--- src/rtl/fetch_prefetch_pkg.sv ---
// Shared types for the instruction-fetch front end: FSM state encoding and
// the default {pc, instr} queue entry.
package fetch_types;

  typedef enum logic [1:0] {
    IDLE    = 2'd0,
    FETCH   = 2'd1,
    DISCARD = 2'd2
  } fetch_state_t;

  localparam int unsigned FETCH_XLEN = 32;

  typedef struct packed {
    logic [FETCH_XLEN-1:0] pc;
    logic [31:0]           instr;
  } fetch_entry_t;

endpackage

--- src/rtl/fetch_queue.sv ---
// Circular prefetch FIFO: power-of-two depth, synchronous flush, head entry
// presented combinationally.
module fetch_queue
  import fetch_types::*;
#(
  parameter int unsigned DEPTH = 4,
  parameter type entry_t = fetch_entry_t,
  localparam int unsigned PW = $clog2(DEPTH),
  localparam int unsigned CW = $clog2(DEPTH + 1)
) (
  input  logic          clk,
  input  logic          rst,
  input  logic          push,
  input  entry_t        push_data,
  input  logic          pop,
  input  logic          flush,
  output logic [CW-1:0] count,
  output entry_t        head
);

  entry_t        r_mem [DEPTH];
  logic [PW-1:0] r_head;
  logic [PW-1:0] r_tail;
  logic [CW-1:0] r_count;

  // Flush wins over push and pop issued in the same cycle.
  always_ff @(posedge clk or negedge rst) begin
    if (!rst) begin
      r_head  <= '0;
      r_tail  <= '0;
      r_count <= '0;
      for (int i = 0; i < DEPTH; i++) begin
        r_mem[i] <= '0;
      end
    end else if (flush) begin
      r_head  <= '0;
      r_tail  <= '0;
      r_count <= '0;
    end else begin
      if (push) begin
        r_mem[r_tail] <= push_data;
        r_tail        <= r_tail + 1'b1;
      end
      if (pop) begin
        r_head <= r_head + 1'b1;
      end
      case ({push, pop})
        2'b10:   r_count <= r_count + 1'b1;
        2'b01:   r_count <= r_count - 1'b1;
        default: r_count <= r_count;
      endcase
    end
  end

  assign count = r_count;
  assign head  = r_mem[r_head];

endmodule

--- src/rtl/fetch_prefetch.sv ---
// Instruction-fetch front end: runs sequential I-cache reads ahead of decode
// into a prefetch queue, with redirect flush and in-flight response discard.
//
// state   | meaning
// IDLE    | no request outstanding; waits for a free queue slot
// FETCH   | request to fetch_pc outstanding; response is pushed
// DISCARD | request to an old PC outstanding after redirect; response dropped
module fetch_prefetch
  import fetch_types::*;
#(
  parameter int unsigned     DEPTH    = 4,
  parameter int unsigned     XLEN     = 32,
  parameter logic [XLEN-1:0] RESET_PC = 32'h6000_0000,
  localparam int unsigned    CW       = $clog2(DEPTH + 1)
) (
  input  logic            clk,
  input  logic            rst,
  output logic            imem_read,
  output logic [XLEN-1:0] imem_address,
  input  logic            imem_resp,
  input  logic [31:0]     imem_rdata,
  input  logic            redirect,
  input  logic [XLEN-1:0] redirect_pc,
  output logic            out_valid,
  input  logic            out_ready,
  output logic [XLEN-1:0] out_pc,
  output logic [31:0]     out_instr,
  output logic [CW-1:0]   out_count
);

  localparam int unsigned CW1 = CW + 1;
  localparam logic [CW:0] DEPTH_C = CW1'(DEPTH);

  typedef struct packed {
    logic [XLEN-1:0] pc;
    logic [31:0]     instr;
  } entry_t;

  fetch_state_t    r_state;
  logic [XLEN-1:0] r_fetch_pc;
  logic [XLEN-1:0] r_discard_addr;
  logic            r_imem_read;

  logic            w_push;
  logic            w_pop;
  logic [CW-1:0]   w_count;
  logic [CW:0]     w_occ_next;
  logic [XLEN-1:0] w_redirect_pc;
  logic            w_unused_pc_lsb;
  entry_t          w_push_entry;
  entry_t          w_head;

  assign w_redirect_pc   = {redirect_pc[XLEN-1:2], 2'b00};
  assign w_unused_pc_lsb = ^redirect_pc[1:0];

  assign out_valid    = (w_count != '0);
  assign w_pop        = out_valid && out_ready && !redirect;
  assign w_push       = (r_state == FETCH) && imem_resp && !redirect;
  assign w_push_entry = '{pc: r_fetch_pc, instr: imem_rdata};
  assign w_occ_next   = {1'b0, w_count} + {{CW{1'b0}}, w_push} - {{CW{1'b0}}, w_pop};

  always_ff @(posedge clk or negedge rst) begin
    if (!rst) begin
      r_state        <= IDLE;
      r_fetch_pc     <= RESET_PC;
      r_discard_addr <= '0;
      r_imem_read    <= 1'b0;
    end else if (redirect) begin
      // A flushed queue always has room, so every redirect leads to a fetch.
      r_fetch_pc  <= w_redirect_pc;
      r_imem_read <= 1'b1;
      if ((r_state == FETCH || r_state == DISCARD) && !imem_resp) begin
        r_state <= DISCARD;
        if (r_state == FETCH) begin
          r_discard_addr <= r_fetch_pc;
        end
      end else begin
        r_state <= FETCH;
      end
    end else begin
      case (r_state)
        IDLE: begin
          if ({1'b0, w_count} < DEPTH_C) begin
            r_state     <= FETCH;
            r_imem_read <= 1'b1;
          end
        end
        FETCH: begin
          if (imem_resp) begin
            r_fetch_pc <= r_fetch_pc + XLEN'(4);
            if (w_occ_next >= DEPTH_C) begin
              r_state     <= IDLE;
              r_imem_read <= 1'b0;
            end
          end
        end
        DISCARD: begin
          if (imem_resp) begin
            r_state <= FETCH;
          end
        end
        default: begin
          r_state     <= IDLE;
          r_imem_read <= 1'b0;
        end
      endcase
    end
  end

  assign imem_read    = r_imem_read;
  assign imem_address = (r_state == DISCARD) ? r_discard_addr : r_fetch_pc;

  fetch_queue #(
    .DEPTH  (DEPTH),
    .entry_t(entry_t)
  ) u_queue (
    .clk      (clk),
    .rst      (rst),
    .push     (w_push),
    .push_data(w_push_entry),
    .pop      (w_pop),
    .flush    (redirect),
    .count    (w_count),
    .head     (w_head)
  );

  assign out_pc    = w_head.pc;
  assign out_instr = w_head.instr;
  assign out_count = w_count;

endmodule

--- config.mk ---
export PLATFORM = sky130hd
export DESIGN_NAME = fetch_prefetch
export DESIGN_NICKNAME = d
export VERILOG_FILES = /design/src/rtl/fetch_prefetch_pkg.sv /design/src/rtl/fetch_queue.sv /design/src/rtl/fetch_prefetch.sv
export SDC_FILE = /design/constraint.sdc
export NUM_CORES = 1
export LEC_CHECK = 0
export ABC_AREA = 1
export CAP_MARGIN = 20
export CELL_PAD_IN_SITES_DETAIL_PLACEMENT = 1
export CELL_PAD_IN_SITES_GLOBAL_PLACEMENT = 1
export CORE_AREA = 2 2 167 202
export CTS_BUF_LIST = sky130_fd_sc_hd__clkbuf_16
export DETAILED_ROUTE_END_ITERATION = 12
export DIE_AREA = 0 0 169 204
export GPL_TIMING_DRIVEN = 0
export PLACE_DENSITY = 0.95
export SLEW_MARGIN = 20
export SYNTH_ARGS = -nofsm -noshare
export SYNTH_HDL_FRONTEND = slang
export SYNTH_SLANG_ARGS = --single-unit
export TNS_END_PERCENT = 5
--- constraint.sdc ---
create_clock -name clk -period 6.15 [get_ports clk]
set_input_delay 1.23 -clock clk [delete_from_list [all_inputs] [get_ports clk]]
set_output_delay 1.23 -clock clk [all_outputs]
set_load 0.1 [all_outputs]
### After elaboration in Yosys (flattened, before gate mapping)

Index checks and enable logic that the tools add are counted.
W data, S select, Z words.

* input bits: 69
* logic and storage cells: 88
* output and inout port bits: 101
* ROM bits: 0
* bits in latches: 0
* register bits: 330
* memory bits (writable): 0
* memories: 0

* shift operators: 0
* div/mod/pow operators: 0
* bitwise gates (word level): 3
* order comparisons: 5
* equality and inequality tests: 9
* muxes and demuxes: 28
* add/subtract/negate cells: 7
* reductions and logical operators: 21
* multipliers: 0

Operator list (number)
* $bwmux W256: 1
* $mux W64: 3
* $bmux W64 S2: 1
* $demux W64 S2: 1
* $mux W32: 4
* $add A32 B3 Y32 const B: 1
* $mux W2: 10
* $ne A3 B3 Y1 const B: 3
* $reduce_and A4 Y1: 2
* $reduce_bool A2 Y1: 4
* $ge A3 B3 Y1 const B: 2
* $logic_and A1 B1 Y1: 6
* $not A2 Y3: 2
* $pmux W2 S3: 1
* $pmux W3 S2: 1
* $reduce_bool A3 Y1: 2
* $add A2 B1 Y2 const B: 2
* $add A3 B1 Y4: 1
* $eq A2 B1 Y1 const B: 2
* $eq A2 B2 Y1 const B: 2
* $ge A4 B3 Y1 const B: 1
* $mux W1: 4
* $reduce_and A2 Y1: 2
* $sub A4 B1 Y4: 1
* other kinds (13): 14

### Depth between registers and ports, before layout

Gate-level depths: netlist (run 1).

* word-level depth: 10
* gate-level depth with buffers: 16
* depth with buffers taken out: 16

### Hierarchy

A second synthesis (run 1) with hierarchy kept.

* cell total of the unflattened synthesis: 1881
* area, all modules: 15227.1 um2

By module, submodules not included
* fetch_queue: times used 1, area an instance 11273.3 um2, cells each 1307
* fetch_prefetch: times used 1, area an instance 3953.8 um2, cells each 574

### Worst setup path after synthesis (run 1)

Ideal clock, no wire load.

* kind: register to output
* from: register r_state[0]
* to: output imem_address[10]
* setup slack: 1864 ps
* stages on the path, launching flop included: 6
* buffers on the path: 2
* arrival: 3056 ps
* data required time: 4920 ps
* path through: dfrtp_1 > inv_1 > ha_1 > clkbuf_1 > clkbuf_1 > o21ai_0

* longest elaborated chain between the ends: 2

RTL lines
* from (decl): RTL line fetch_prefetch.sv:39 `fetch_state_t r_state;`
* from (signal assigned): RTL line fetch_prefetch.sv:64 `r_state <= IDLE;`
* from (signal assigned): RTL line fetch_prefetch.sv:73 `r_state <= DISCARD;`
* from (signal assigned): RTL line fetch_prefetch.sv:78 `r_state <= FETCH;`
* $eq A2 B2 Y1: RTL line fetch_prefetch.sv:111 `assign imem_address = (r_state == DISCARD) ? r_discard_addr : r_fetch_pc;`
* $mux W32: RTL line fetch_prefetch.sv:111
* to (decl): RTL line fetch_prefetch.sv:19 `output logic [XLEN-1:0] imem_address,`

No other way between the ends.

### Worst setup path after layout (run 1)

* from: register u_queue.r_head[1]
* to: output out_instr[30]

* longest elaborated chain between the ends: 4

RTL lines
* from (decl): RTL line fetch_queue.sv:22 `logic [PW-1:0] r_head;`
* from (signal assigned): RTL line fetch_queue.sv:45 `r_head <= r_head + 1'b1;`
* $not A2 Y3 (not written as such): RTL line fetch_queue.sv:56 `assign head = r_mem[r_head];`
* $bmux W64 S2: RTL line fetch_queue.sv:56
* $mux W64 (not written as such) (2 in series): RTL line fetch_queue.sv:56
* to (decl): RTL line fetch_prefetch.sv:27 `output logic [31:0] out_instr,`

No other way between the ends. The select of a mux whose other input is x is not followed.

==> metrics, run 1 <==
ys async rst share=100%; area share of the largest cell type after synthesis=53.5%; dominant cell type by area after synthesis=dfrtp_1; Lkg Pwr=8.37 nW; CP startpoint kind=register; post-DP HPWL=37400 um; max_cap viols=0; all-layer global routing usage=32.3%; clock latency on the worst-skew pair=0.53 ns; Worst Slack Setup Final=1.07 ns; Hold Path Stages=2; Syn Inst Count=1794; vias per cell=5.96; Critical Path AT=3.85 ns; yosys warns=0; CP cell instances=clkbuf_1 > clkinv_1 > clkbuf_1 > o21ai_0 > o22ai_1 > clkdlybuf4s50_1; clk_skew=0.0111 ns; Seq/Total Area, Yosys=53.9%; diode count=0; Starting Density=45.2%; Post-Route WL=55500 um; Mean Syn Cell Area=8.24 sq um; DR vias=14500; Buf/Inv on CP=4; first-pass GRT wire length=86700 um; Syn Std Cell Area=14800 sq um; main combinational cell family by area after synthesis=compound AO/OA/AOI/OAI gates; Yosys reg bits=318; Fillers=3938; Overflow after GRT=0; H-tree depth=2; Placer Congestion=0.912; Achievable Freq=0.197 GHz; Top FF cell, synth=dfrtp_1; dpl ws=1.91 ns; IO Count=170; Largest delay share family, worst path=buffers and inverters; Fin. Hold Viols=0; RSZ-0062 raised after global routing=false; cts-stage hold buffer count=0; Hold WC Path Type=reg2reg; drt initial violations=1168; Adder-Cell Fraction of Synth Area=1.15%; Final ANT Viol Nets=0; Netlist cell types=36; chip width=169 um; CTS tree=yes; Worst path max stage delay=1.21 ns; clk slew on worst S/H paths=0.06 ns; row count=73; # setup viols final=0; DRC errors left=0; initial antenna violation count=0; Critical-path top delay cell=clkdlybuf4s50_1; CTS-repair resized insts=0; Max IR drop VDD=0.000327 V; CP endpoint kind=output pin; Root Driver=clkbuf_16; layout cells sized above 1=5.35%; Core ar.=32700 sq um; post-synthesis mux area share=0%; crit-path max FO=10; port buffer count=163; vias in the first global route=16000; Slew @ Worst Pin=1.08 ns; area grow syn2layout=22.0%; CTS Sinks=318; Slew Viols, Final=0; largest net degree at the start of global routing=86; crit-path most repeated cell=clkbuf_1; final cycle utilization of the critical path=82.6%; First-pass DRT Iterations=5; outcome=finished, final reports clean; Die Span Y=204 um; setup bufs post-CTS=0; Reg2Reg Depth=16; Pwr Density=580 nW/um^2; die area=34500 sq um; complex-gate fraction of the synthesized area=19.1%; number of enable flip-flop cells after synthesis=0; minimum clock period=5.08 ns; Clock Path Buffers=3; Synth Area in Simple Gates=18.4%; CTS buffer count=34; critical path depth=6; worst rel slew slack=28.0%; setup TNS=0 ns; Data required, critical path=4.92 ns; Synth area leaders=dfrtp_1 54%, nand2_1 11%, o21ai_1 9.0%; Synth Area in XOR/XNOR=0.711%; WS Path Type=reg2out; WL/cell=22.8 um; Net count, final=2081
per-layer routing:
| layer | part of all wire [%] | track usage, % |
|---|---|---|
| met1 | 38 | 37.1 |
| met2 | 51 | 57.9 |
| met3 | 5.9 | 4.51 |
| met4 | 5.4 | 17.9 |
| met5 | 0 | 0 |
logic make-up (layout without fill, tap and decap cells):
kind of cell,Yosys count,after routing
buf+inv,219,442
fa+ha+maj,13,13
simple gates,688,688
compound gates,543,543
flops,318,318
xor+xnor,12,12
other cells,1,4
power by group:
group / switching [W] / internal [W]
clock: 0.000850 / 0.00107
combinational: 0.00403 / 0.00122
sequential: 0.000472 / 0.00281
metrics by stage:
stage               instance area (sq um)  total power (W)  util (%)  instances  hold WS [ns]
floorplan                           14800          0.00694         -       1797         0.448
global placement                    16900          0.00820      51.8       2372         0.462
detailed placement                  17000          0.00842      52.1       2375         0.471
CTS                                 18000           0.0104      55.1       2432         0.485
global route                        18000           0.0109      55.1       2432         0.504
finish                              18000           0.0105      55.1       2432         0.484
layout by cell type, fill, tap and decap left out, drive strengths merged, types with 8 or more instances in the layout:
master,count
buf,57
dfrtp,316
nand2,455
clkdlybuf4s50,162
o21ai,459
nand3,46
o22ai,63
clkinv,11
ha,12
a21oi,8
xor2,10
inv,111
nor2,177
clkbuf,101
final cells by class:
class                   instances  area [sq um]  share of cell area, %
multi-input cells            1260          5840                   32.4
plain buffers                 117           608                   3.37
inverters                     102           383                   2.12
flip-flops and latches        318          7960                   44.2
repair buffers                166          1720                   9.54
clock buffers                  37           926                   5.14
clock inverters                20          77.6                  0.430
well taps                     412           515                   2.86
worst min-delay path, stage by stage, from the launching register on:
cell and delay, ns:
dfstp_2 0.38, nand2_1 0.06, nand2_1 0.05
synth_stat cells (10+ instances only):
cell        n
nand2_1   450
dfrtp_1   316
o21ai_1   266
o21ai_0   193
nor2_1    175
inv_1      98
clkbuf_1   64
o22ai_1    63
nand3_1    46
buf_4      26
buf_2      21
ha_1       12
xor2_1     10
final timing paths:
check                                  start  slack, ns                 to
min in group asynchronous                rst       0.70  u_queue.r_mem[73]
max reg2reg                       r_state[1]       3.36         r_state[0]
max in group asynchronous                rst       4.20     r_fetch_pc[30]
min reg2reg                   r_fetch_pc[29]       0.48     r_fetch_pc[29]
max                        u_queue.r_head[1]       1.07      out_instr[30]
min                           r_fetch_pc[29]       0.48     r_fetch_pc[29]
sequential cells by signal, indices dropped and copies added (netlist names):
name            flops
r_state             2
imem_read           1
u_queue.count       3
u_queue.r_tail      2
u_queue.r_head      2
r_fetch_pc         30
u_queue.r_mem     248
r_discard_addr     30
(Power assumes the default switching activity.)
==> run 2, diff against run 1 <==
CORE_AREA = 2 2 175 211   (was 2 2 167 202)
DIE_AREA = 0 0 177 213   (was 0 0 169 204)
PLACE_DENSITY = 0.9   (was 0.95)
clock period = 5.07 ns   (was 6.15 ns; I/O delays follow)
==> run 2 against run 1 <==
- sequential power is 20% higher
- die area increased by 9.4%
- clock power increased by 30%
- global-route usage fell by 3.2 points
- first-iteration DRC count rose by 2.4%
- clock skew increased by 0.0050 ns
- utilization decreased by 4.1 points
- clock-buffer cell count is the same
- register-to-register slack got worse by 1.1 ns
==> metrics, run 2 (synthesis gave the netlist of run 1 again) <==
row count=76 (+4.1%); Post-Layout Cell Count=2493 (+2.5%); commonest non-fill, non-tap cell in the layout=nand2_1; Pwr Density=701 nW/um^2 (+21%); Worst Slack Setup Final=0.350 ns (-0.718 ns); IO Count=170 (unchanged); Die Span Y=213 um (+4.4%); diode count=0 (unchanged); Placer Congestion=0.931 (+2.1%); final cycle utilization of the critical path=93.1%; highest-count cells in the layout ignoring fill and taps=450 x nand2_1, 316 x dfrtp_1, 266 x o21ai_1; die area=37700 sq um (+9.4%); critical path depth=6 (unchanged); drt initial violations=1196 (+2.4%); setup TNS=0 ns (unchanged); worst rel slew slack=27.3% (-0.68 points); CP cell instances=clkbuf_1 > clkinv_1 > clkbuf_1 > o21ai_0 > o22ai_1 > clkdlybuf4s50_1; post-DP HPWL=36900 um (-1.4%); outcome=finished, final reports clean; all-layer global routing usage=29.0% (-3.2 points); Max IR drop VDD=0.000560 V (+71%); Fillers=4290 (+8.9%); DP Cell Count=2431 (+2.4%); port buffer count=163 (unchanged); setup bufs post-CTS=0 (unchanged); initial antenna violation count=0 (unchanged); Hold WC Path Type=in2async; H-tree depth=2 (unchanged); First-pass DRT Iterations=5 (unchanged); DRC errors left=0 (unchanged); CTS tree=yes; CP startpoint kind=register; area grow syn2layout=23.1%; Critical Path AT=3.71 ns (-0.14 ns); Buf/Inv on CP=4 (unchanged); Hold WS=0.445 ns (-0.0392 ns); vias per cell=5.72 (-4.1%); reg-to-reg critical path endpoint=r_state[1]; RSZ-0062 raised after global routing=false; Critical-path top delay cell=clkdlybuf4s50_1; vias in the first global route=15500 (-3.0%); Slew Viols, Final=0 (unchanged); CP endpoint kind=output pin; crit-path most repeated cell=clkbuf_1; Final ANT Viol Nets=0 (unchanged); largest net degree at the start of global routing=103 (+20%); dpl ws=1.02 ns (-0.887 ns); Starting Density=41.4% (-3.8 points); Reg-to-Reg Start=u_queue.count[2]; CTS-repair resized insts=0 (unchanged); Slew @ Worst Pin=1.09 ns (+0.0101 ns); Net count, final=2082 (+0.048%); CTS Sinks=318 (unchanged); Lkg Pwr=8.40 nW (+0.33%); clock latency on the worst-skew pair=0.53 ns (about the same); # setup viols final=0 (unchanged); cts-stage hold buffer count=0 (unchanged); max_cap viols=0 (unchanged); layout cells sized above 1=5.78% (+0.43 points); DR vias=14300 (-1.7%); Reg2Reg Depth=14 (-2); largest registers=u_queue.r_mem (248), r_discard_addr (30), r_fetch_pc (30); Overflow after GRT=0 (unchanged); Largest Register=u_queue.r_mem; CTS buffer count=35 (+2.9%); total power=0.0128 W (+22%); crit-path max FO=10 (unchanged); first-pass GRT wire length=84400 um (-2.5%); minimum clock period=4.72 ns; Worst path max stage delay=1.21 ns (about the same); Post-Route WL=54000 um (-2.7%); worst setup path start=u_queue.r_head[1]; Core ar.=35700 sq um (+9.1%); chip width=177 um (+4.7%); Fin. Hold Viols=0 (unchanged); WS Path Type=reg2out; Achievable Freq=0.212 GHz; CP Capture Point=out_pc[12]; Data required, critical path=4.06 ns (-0.86 ns); Root Driver=clkbuf_16; clk_skew=0.0161 ns (+0.00497 ns); max FFs per register=248 (unchanged); Clock Path Buffers=3 (unchanged); clk slew on worst S/H paths=0.06 ns (about the same); WL/cell=21.7 um (-5.0%); Worst R2R Setup Slack=2.29 ns (-1.07 ns); Largest delay share family, worst path=buffers and inverters
-- run 2: changes by cell type in the layout (fill, tap and decap cells not counted) --
cell and delta:
bufinv_16 +2, clkinv_1 +1, clkinv_2 +5, clkinvlp_4 +1, inv_1 -5, inv_6 +1
-- run 2: stage by stage --
step,area (sq um),utilization (%)
floorplan,14800,-
global placement,17000,47.7
detailed placement,17100,47.9
CTS,18200,51.0
global route,18200,51.0
finish,18200,51.0
-- run 2: worst min-delay path by stage --
stage | start | endpoint | depth (start not counted)
4_1_cts | rst | u_queue.r_mem[9] | 1
6_report | rst | u_queue.r_mem[10] | 1
5_1_grt | rst | u_queue.r_mem[10] | 1
3_5_place_dp | u_queue.r_mem[111] | u_queue.r_mem[111] | 2
2_1_floorplan | u_queue.r_mem[126] | u_queue.r_mem[126] | 2
3_3_place_gp | u_queue.r_mem[165] | u_queue.r_mem[165] | 2
-- run 2: layout make-up --
cell class | instances | area [sq um] | area share, %
clock buffers | 37 | 926 | 5.09
clock inverters | 25 | 164 | 0.902
inverters | 102 | 383 | 2.11
flip-flops and latches | 318 | 7960 | 43.8
plain buffers | 117 | 608 | 3.34
well taps | 468 | 586 | 3.22
repair buffers | 166 | 1720 | 9.46
multi-input cells | 1260 | 5840 | 32.1
-- run 2: power by group --
group          leakage [nW]  internal, W  total [W]  switching (W)
logic                  3.66      0.00148    0.00632        0.00484
clock network         0.561      0.00142    0.00249        0.00107
registers              4.17      0.00340    0.00394       0.000537
total                  8.40      0.00630     0.0128        0.00645
-- run 2: layer usage --
metal  wire, um  vias up  GRT usage (%)  part of all wire [%]
li1           -     6332              -                     -
met5          0        -              0                     0
met2      27500      588           51.8                    51
met1      20700     7177           34.0                    38
met3       3280      154           4.33                   6.1
met4       2570        0           14.4                   4.7
==> run 3, diff against run 2 <==
SLEW_MARGIN = 10   (was 20)
==> run 3 against run 2 <==
- clock-buffer cell count shrank 2
- largest power group unchanged
- global-route usage shrank 0.70 points
- cell count shrank 0.28%
==> metrics, run 3 (synthesis gave the netlist of run 1 again) <==
vias per cell=5.65 (-1.1%); post-DP HPWL=36900 um (about the same); clk_skew=0.0164 ns (+0.000312 ns); Data required, critical path=4.06 ns (about the same); Post-Route WL=52800 um (-2.3%); IO Count=170 (unchanged); crit-path most repeated cell=clkbuf_1; Largest delay share family, worst path=buffers and inverters; CTS-repair resized insts=0 (unchanged); Pwr Density=693 nW/um^2 (-1.2%); outcome=finished, final reports clean; Achievable Freq=0.210 GHz (-0.98%); CTS buffer count=35 (unchanged); CTS tree=yes; total power=0.0125 W (-1.7%); area grow syn2layout=22.4%; Net count, final=2082 (unchanged); worst rel slew slack=27.9% (+0.62 points); setup bufs post-CTS=0 (unchanged); commonest non-fill, non-tap cell in the layout=nand2_1; Slew @ Worst Pin=1.08 ns (-0.00929 ns); RSZ-0062 raised after global routing=false; Final Util=50.7% (-0.27 points); First-pass DRT Iterations=5 (unchanged); Largest Register=u_queue.r_mem; max FFs per register=248 (unchanged); drt initial violations=1006 (-16%); cts-stage hold buffer count=0 (unchanged); DP Cell Count=2431 (unchanged); crit-path max FO=10 (unchanged); DR vias=14100 (-1.4%); diode count=0 (unchanged); largest registers=u_queue.r_mem (248), r_discard_addr (30), r_fetch_pc (30); vias in the first global route=15400 (-0.68%); Critical Path AT=3.75 ns (+0.04 ns); clock latency on the worst-skew pair=0.52 ns (about the same); initial antenna violation count=0 (unchanged); Hold WC Path Type=in2async; # setup viols final=0 (unchanged); die area=37700 sq um (unchanged); largest net degree at the start of global routing=111 (+7.8%); Clock Path Buffers=3 (unchanged); first-pass GRT wire length=82700 um (-2.0%); chip width=177 um (unchanged); clk slew on worst S/H paths=0.06 ns (about the same); Post-Layout Cell Count=2486 (-0.28%); all-layer global routing usage=28.3% (-0.70 points); Overflow after GRT=0 (unchanged); CP startpoint kind=register; Worst path max stage delay=1.21 ns (about the same); Placer Congestion=0.931 (unchanged); layout cells sized above 1=5.55% (-0.23 points); Slew Viols, Final=0 (unchanged); row count=76 (unchanged); CTS Sinks=318 (unchanged); max_cap viols=0 (unchanged); port buffer count=163 (unchanged); minimum clock period=4.77 ns (+0.0465 ns); Die Span Y=213 um (unchanged); Root Driver=clkbuf_16; highest-count cells in the layout ignoring fill and taps=450 x nand2_1, 316 x dfrtp_1, 266 x o21ai_1; WL/cell=21.2 um (-2.0%); Max IR drop VDD=0.000457 V (-18%); Buf/Inv on CP=4 (unchanged); H-tree depth=2 (unchanged); WS Path Type=reg2out; Final ANT Viol Nets=0 (unchanged); Starting Density=41.4% (unchanged); DRC errors left=0 (unchanged); Critical-path top delay cell=clkdlybuf4s50_1; Fin. Hold Viols=0 (unchanged); final cycle utilization of the critical path=94.0% (+0.92 points); CP endpoint kind=output pin; Lkg Pwr=8.35 nW (-0.59%); CP cell instances=clkbuf_1 > clkinv_1 > clkbuf_1 > o21ai_0 > o22ai_1 > clkdlybuf4s50_1; Core ar.=35700 sq um (unchanged)
-- run 3: cell type report --
cell class                      count  area [sq um]
Timing Repair Buffer              166          1720
Multi-Input combinational cell   1260          5840
Inverter                          102           383
Sequential cell                   318          7960
Clock buffer                       35           876
Buffer                            117           608
Fill cell                        4304         17600
Tap cell                          468           586
Clock inverter                     20           118
-- run 3: worst paths after layout --
kind | start | to | slack [ns] | cells after the start
setup reg to reg | u_queue.count[2] | r_state[1] | 2.28 | 14
hold / removal | rst | u_queue.r_mem[8] | 0.32 | 1
setup / recovery | u_queue.r_head[1] | out_pc[25] | 0.30 | 6
min in group clk | u_queue.r_mem[165] | u_queue.r_mem[165] | 0.48 | 2
hold reg to reg | u_queue.r_mem[165] | u_queue.r_mem[165] | 0.48 | 2
max in group asynchronous | rst | r_discard_addr[23] | 3.49 | 3
-- run 3: power breakdown --
| part | total, W | switching, W | leakage (nW) | internal [W] |
|---|---|---|---|---|
| clock | 0.00232 | 0.00103 | 0.511 | 0.00130 |
| combinational | 0.00629 | 0.00481 | 3.66 | 0.00148 |
| sequential | 0.00392 | 0.000515 | 4.17 | 0.00340 |
| total | 0.0125 | 0.00635 | 8.35 | 0.00618 |
-- run 3: layer usage --
metal / part of all wire (%) / global-route usage, % / vias to the layer above
met2: 51 / 51.4 / 470
met5: 0 / 0 / -
met4: 4.0 / 11.9 / 0
met3: 5.0 / 4.15 / 129
met1: 40 / 33.3 / 7140
li1: - / - / 6312
-- run 3: metrics by stage --
step	instance area (sq um)	hold slack, ns	TNS (ns)	setup slack, ns
detailed placement	17100	0.468	0	1.00
global placement	17000	0.463	-3392.05	-10.74
global route	18100	0.330	0	0.313
finish	18100	0.322	0	0.304
floorplan	14800	0.448	0	1.00
CTS	18100	0.320	0	0.414
